===== src/rtl/smarthome_pkg.sv =====
// Shared definitions for the smart-home UART reporting path: scheduler
// states, frame headers/lengths and the frame checksum helper.
package smarthome_pkg;

  // Scheduler FSM states.
  typedef enum logic [1:0] {
    IDLE      = 2'd0,
    ACK_SEND  = 2'd1,
    STAT_SEND = 2'd2
  } state_e;

  // Frame header bytes.
  localparam logic [7:0] ACK_HDR  = 8'hAC;
  localparam logic [7:0] STAT_HDR = 8'h55;

  // Frame lengths in bytes.
  localparam int unsigned ACK_LEN  = 2;
  localparam int unsigned STAT_LEN = 4;

  // Index of the final byte of each frame, sized for the byte index register.
  localparam logic [1:0] ACK_LAST_IDX  = 2'(ACK_LEN - 1);
  localparam logic [1:0] STAT_LAST_IDX = 2'(STAT_LEN - 1);

  // Status frame checksum: XOR of the three preceding bytes.
  function automatic logic [7:0] frame_checksum(input logic [7:0] b0,
                                                input logic [7:0] b1,
                                                input logic [7:0] b2);
    frame_checksum = b0 ^ b1 ^ b2;
  endfunction

endpackage


===== src/rtl/period_tick_gen.sv =====
// Free-running period counter producing a one-cycle tick every
// PERIOD_CYCLES clock cycles. Reusable for any timed reporting.
module period_tick_gen #(
  parameter int PERIOD_CYCLES = 100000000,
  parameter int CNT_W         = 27
) (
  input  logic clk,
  input  logic rst,
  output logic tick
);

  localparam logic [CNT_W-1:0] LAST_CNT = CNT_W'(PERIOD_CYCLES - 1);
  localparam logic [CNT_W-1:0] ZERO_CNT = {CNT_W{1'b0}};
  localparam logic [CNT_W-1:0] ONE_CNT  = {{(CNT_W-1){1'b0}}, 1'b1};

  logic [CNT_W-1:0] cnt_r;

  // Count 0..PERIOD_CYCLES-1 and wrap, independent of any consumer.
  always_ff @(posedge clk) begin
    if (rst) begin
      cnt_r <= ZERO_CNT;
    end else if (cnt_r == LAST_CNT) begin
      cnt_r <= ZERO_CNT;
    end else begin
      cnt_r <= cnt_r + ONE_CNT;
    end
  end

  assign tick = (cnt_r == LAST_CNT);

endmodule


===== src/rtl/uart_tx_scheduler.sv =====
// Arbitrates the single UART transmitter between command-acknowledge
// frames (one per decoded rx command) and periodic status frames.
// Frames are snapshotted at start so bytes of two frames never interleave;
// a fairness flag makes status win after an ack when both are pending.
module uart_tx_scheduler
  import smarthome_pkg::*;
#(
  parameter int PERIOD_CYCLES = 100000000,
  parameter int CNT_W         = 27
) (
  input  logic       clk,
  input  logic       rst,
  input  logic [3:0] led_state,
  input  logic [7:0] rxdata,
  input  logic       rx_cmd_valid,
  input  logic       tx_ready,
  output logic [7:0] txdata,
  output logic       dataValid,
  output logic       busy,
  output logic       ack_drop
);

  logic            tick_s;
  logic            start_ack_s;
  logic            start_stat_s;

  state_e          state_r;
  logic [3:0][7:0] frame_r;
  logic [1:0]      idx_r;
  logic [1:0]      last_idx_r;
  logic            fair_r;

  logic [7:0]      ack_cmd_r;
  logic            ack_pend_r;
  logic            stat_pend_r;
  logic [7:0]      last_cmd_r;

  logic [7:0]      txdata_r;
  logic            data_valid_r;
  logic            busy_r;
  logic            ack_drop_r;

  period_tick_gen #(
    .PERIOD_CYCLES (PERIOD_CYCLES),
    .CNT_W         (CNT_W)
  ) u_tick (
    .clk  (clk),
    .rst  (rst),
    .tick (tick_s)
  );

  // Decide which frame (if any) starts at the next edge from IDLE.
  always_comb begin
    start_ack_s  = 1'b0;
    start_stat_s = 1'b0;
    if (state_r == IDLE) begin
      if (ack_pend_r && !(fair_r && stat_pend_r)) begin
        start_ack_s = 1'b1;
      end else if (stat_pend_r) begin
        start_stat_s = 1'b1;
      end else begin
        start_ack_s  = 1'b0;
        start_stat_s = 1'b0;
      end
    end else begin
      start_ack_s  = 1'b0;
      start_stat_s = 1'b0;
    end
  end

  // Capture rx commands; a new command over an unstarted ack drops the old one.
  always_ff @(posedge clk) begin
    if (rst) begin
      ack_cmd_r  <= 8'h00;
      ack_pend_r <= 1'b0;
      last_cmd_r <= 8'h00;
      ack_drop_r <= 1'b0;
    end else begin
      ack_drop_r <= rx_cmd_valid && ack_pend_r && !start_ack_s;
      if (rx_cmd_valid) begin
        ack_cmd_r  <= rxdata;
        ack_pend_r <= 1'b1;
        last_cmd_r <= rxdata;
      end else if (start_ack_s) begin
        ack_pend_r <= 1'b0;
      end else begin
        ack_pend_r <= ack_pend_r;
      end
    end
  end

  // Latch status requests from the period tick; repeated ticks coalesce.
  always_ff @(posedge clk) begin
    if (rst) begin
      stat_pend_r <= 1'b0;
    end else if (start_stat_s) begin
      stat_pend_r <= 1'b0;
    end else if (tick_s) begin
      stat_pend_r <= 1'b1;
    end else begin
      stat_pend_r <= stat_pend_r;
    end
  end

  // Frame sequencer: snapshot a frame on start, then hand out one byte per ready cycle.
  always_ff @(posedge clk) begin
    if (rst) begin
      state_r      <= IDLE;
      frame_r      <= {4{8'h00}};
      idx_r        <= 2'd0;
      last_idx_r   <= 2'd0;
      fair_r       <= 1'b0;
      txdata_r     <= 8'h00;
      data_valid_r <= 1'b0;
      busy_r       <= 1'b0;
    end else begin
      data_valid_r <= 1'b0;
      case (state_r)
        IDLE: begin
          if (start_ack_s) begin
            frame_r[0] <= ACK_HDR;
            frame_r[1] <= ack_cmd_r;
            frame_r[2] <= 8'h00;
            frame_r[3] <= 8'h00;
            idx_r      <= 2'd0;
            last_idx_r <= ACK_LAST_IDX;
            state_r    <= ACK_SEND;
            busy_r     <= 1'b1;
          end else if (start_stat_s) begin
            frame_r[0] <= STAT_HDR;
            frame_r[1] <= {4'h0, led_state};
            frame_r[2] <= last_cmd_r;
            frame_r[3] <= frame_checksum(STAT_HDR, {4'h0, led_state}, last_cmd_r);
            idx_r      <= 2'd0;
            last_idx_r <= STAT_LAST_IDX;
            state_r    <= STAT_SEND;
            busy_r     <= 1'b1;
          end else begin
            state_r <= IDLE;
            busy_r  <= 1'b0;
          end
        end
        ACK_SEND, STAT_SEND: begin
          if (tx_ready) begin
            txdata_r     <= frame_r[idx_r];
            data_valid_r <= 1'b1;
            idx_r        <= idx_r + 2'd1;
            if (idx_r == last_idx_r) begin
              state_r <= IDLE;
              busy_r  <= 1'b0;
              fair_r  <= (state_r == ACK_SEND);
            end else begin
              state_r <= state_r;
            end
          end else begin
            idx_r <= idx_r;
          end
        end
        default: begin
          state_r <= IDLE;
          busy_r  <= 1'b0;
        end
      endcase
    end
  end

  assign txdata    = txdata_r;
  assign dataValid = data_valid_r;
  assign busy      = busy_r;
  assign ack_drop  = ack_drop_r;

endmodule


===== config.mk =====
export PLATFORM = sky130hd
export DESIGN_NAME = uart_tx_scheduler
export DESIGN_NICKNAME = d
export VERILOG_FILES = /design/src/rtl/smarthome_pkg.sv /design/src/rtl/period_tick_gen.sv /design/src/rtl/uart_tx_scheduler.sv
export SDC_FILE = /design/constraint.sdc
export NUM_CORES = 1
export LEC_CHECK = 0
export ABC_AREA = 1
export CAP_MARGIN = 10
export CELL_PAD_IN_SITES_DETAIL_PLACEMENT = 1
export CELL_PAD_IN_SITES_GLOBAL_PLACEMENT = 1
export CORE_MARGIN = 5
export CORE_UTILIZATION = 43
export CTS_BUF_LIST = sky130_fd_sc_hd__clkbuf_4 sky130_fd_sc_hd__clkbuf_8
export DETAILED_ROUTE_END_ITERATION = 8
export PLACE_DENSITY = 0.88
export SLEW_MARGIN = 40
export SYNTH_ARGS = -nofsm -noshare
export SYNTH_HDL_FRONTEND = slang
export SYNTH_SLANG_ARGS = --single-unit

===== constraint.sdc =====
create_clock -name clk -period 1.8 [get_ports clk]
set_input_delay 0.27 -clock clk [delete_from_list [all_inputs] [get_ports clk]]
set_output_delay 0.27 -clock clk [all_outputs]
set_load 0.02 [all_outputs]

==> results.py <==
metrics = {
    "sta": {
        "fin_tns_setup_ps": 0,
        "slew_headroom_pct": 70.5,
        "hold_viol": 0,
        "fmax_mhz": 595,
        "worstMarginPinSlew_ps": 441,
        "setup_violations": 0,
        "layout_min_cycle_time_ps": 1680,
        "fin_skew_ps": 12.8,
        "rsz0062_at_grt": "false",
        "drv_slew": 0,
        "period_share_pct": 93.4,
    },
    "clock_tree": {
        "clock_latency_ps": 370,
        "cts_tree": "yes",
        "clk_pin_slew_ps": 100,
        "cts_buffer_depth": 2,
        "cts_buffers": 9,
        "clockRootBuffer": "clkbuf_8",
        "ctsHtreeMaxLevel": 3,
        "clkSinkCount": 78,
    },
    "yosys": {
        "synth.ff_latch_count": 78,
        "yosysWarnings": 0,
        "netlist_instances": 520,
        "netlist.area_leader.share_pct": 43.8,
        "synth.most_common_cell": "nand2_1",
        "yosysTopAreaCell": "dfxtp_1",
        "synth_area_leaders": "dfxtp_1 44%, nand2_1 15%, nor2_1 9.9%, a21oi_1 6.2%, o21ai_0 4.5%",
        "synth_common_cells": "140 x nand2_1, 94 x nor2_1, 78 x dfxtp_1",
        "synth.avg_cell_area_um2": 6.86,
        "synth-main-ff-cell": "dfxtp_1",
        "synth-async-reset-ratio_pct": 0,
        "synth_area_um2": 3570,
        "ys_types": 28,
        "synth_nets": 539,
        "ys_seq_area_share_pct": 43.8,
        "synth_edf_count": 0,
    },
    "die": {
        "die_area_um2": 10200,
        "rows": 33,
        "die_h_um": 101,
        "pin_count": 27,
        "fp.dieW_um": 101,
        "core_area_um2": 8130,
        "initial_core_util_pct": 43.9,
    },
    "place": {
        "placed_cell_area_um2": 4010,
        "place_congestion": 0.856,
        "dp.final_hpwl_mm": 7.75,
        "io_buffers": 26,
    },
    "power": {
        "intPower_mw": 2.72,
        "p_leak_nw": 1.49,
        "swShare_pct": 33.4,
        "seq_power_share_pct": 47.5,
        "p_comb_share_pct": 21.8,
        "irDropWorstVdd_uv": 443,
        "cellPowerDensity_nw_per_um2": 969,
        "p_switching_mw": 1.36,
        "clockPowerShare_pct": 30.7,
    },
    "drt": {
        "dr.pass1.iters": 4,
        "drcViolationCount": 0,
        "drtAntennaViolNets": 0,
        "drt-initial-drc-count": 152,
        "viasPerCell": 5.22,
        "post_drt_wl_per_cell_um": 15.4,
        "vias": 3482,
        "wirelength_mm": 10.3,
    },
    "critical_path": {
        "ff2ff_setup_slack_ps": 120,
        "crit_type": "flop to flop",
        "crit_path_max_fanout": 6,
        "cp-end-kind": "flop",
        "crit_required_ps": 2110,
        "start_kind": "flop",
        "cp_data_arrival_time_ps": 1990,
    },
    "final_layout": {
        "diodes": 0,
        "multi_input_comb_area_um2": 1790,
        "fin_nets": 576,
        "fillCellCount": 1057,
        "layout.area.seq_um2": 1560,
        "area_growth_pct": 18.0,
        "drive_gt1_share_pct": 7.83,
        "design_area_um2": 4210,
    },
    "min_path": {
        "worstHoldPathType": "flop to flop",
    },
    "global_routing": {
        "grt_max_degree": 26,
        "grtUsageTotal_pct": 21.5,
        "grt_pass1_wl_mm": 17.4,
        "grt_pass1_vias": 3631,
        "antenna_found_initial": 0,
        "globalRouteOverflowTotal": 0,
    },
    "status": {
        "status": "finished clean",
    },
    "flow_run": {
        "drv_cap": 0,
    },
}
==> worst paths after layout <==
| kind | cells past startpoint | endpoint | from |
|---|---|---|---|
| setup / recovery | 9 | idx_r[0] | state_r[0] |
| hold / removal | 2 | frame_r[27] | frame_r[27] |
| setup reg to reg | 9 | idx_r[0] | state_r[0] |
| hold reg to reg | 2 | frame_r[27] | frame_r[27] |
==> per-stage QoR <==
stage               util [%]  power, mW  setup WS [ps]  hold slack [ps]  instances
floorplan                  -       2.47            341              405        520
global placement        49.3       2.80            124              441        651
detailed placement      49.3       2.85           22.5              452        651
CTS                     51.5       4.10           15.0              470        667
global route            51.7       4.28           10.4              475        667
finish                  51.7       4.08            118              469        667
==> cell usage in the layout, fill, tap and decap left out, drive strengths merged, types with 3 or more instances in the layout <==
master,n
or2,4
dfxtp,78
nor3,4
nand3,28
ha,3
xnor2,12
buf,13
xor2,4
clkbuf,9
nand4,4
a21oi,44
nor2,96
nand2,143
inv,45
o21ai,32
clkdlybuf4s50,26
a31oi,5
clkinvlp,3
==> power groups by stage <==
stage / Clock [mW] / Sequential [mW] / Combinational (mW)
detailed placement: 0 / 1.97 / 0.872
finish: 1.25 / 1.94 / 0.891
floorplan: 0 / 2.01 / 0.460
CTS: 1.28 / 1.94 / 0.883
global placement: 0 / 1.97 / 0.832
global route: 1.36 / 1.95 / 0.976
==> flip-flops by register name (all words and copies together) (netlist names), 2 cells and up <==
signal / count
u_tick.cnt_r: 27
txdata: 8
last_cmd_r: 8
frame_r: 24
idx_r: 2
state_r: 2
==> layer usage <==
metal,vias to the layer above,part of all wire (%),GRT usage [%],routed length [µm]
li1,1742,-,-,-
met1,1665,48,29.2,4960
met2,60,47,35.2,4820
met3,15,3.3,3.25,343
met4,0,1.4,6.75,144
met5,-,0,0,0
==> area by class of cell <==
| cell class | count | area share, % |
|---|---|---|
| clock buffers | 9 | 2.94 |
| repair buffers | 39 | 9.10 |
| flip-flops and latches | 78 | 37.1 |
| well taps | 105 | 3.12 |
| inverters | 43 | 3.92 |
| multi-input cells | 386 | 42.4 |
| clock inverters | 7 | 1.40 |
==> worst max-delay path, stage by stage, from the launching register on <==
cell and delay [ps]:
dfxtp_1 350, inv_1 60, ha_1 380, inv_1 90, or2_2 280, nand3_1 110, nand2_1 110, nand2_1 80
nand2_1 60, nor2_1 110
==> kinds of logic after synthesis <==
kind of cell    Yosys count  share of synthesized area (%)
xor+xnor                 16                           3.93
simple gates            281                           32.1
compound gates           86                           12.6
buf+inv                  56                           6.59
flops                    78                           43.8
fa+ha+maj                 3                           1.05
==> what timing repair did <==
action / CTS / global route
buffers inserted: 0 / 0
gates resized for setup: 1 / 5
setup endpoints to repair: 1 / 45
hold buffers: 0 / 0
Note: power is estimated with default switching activity, not from simulation.
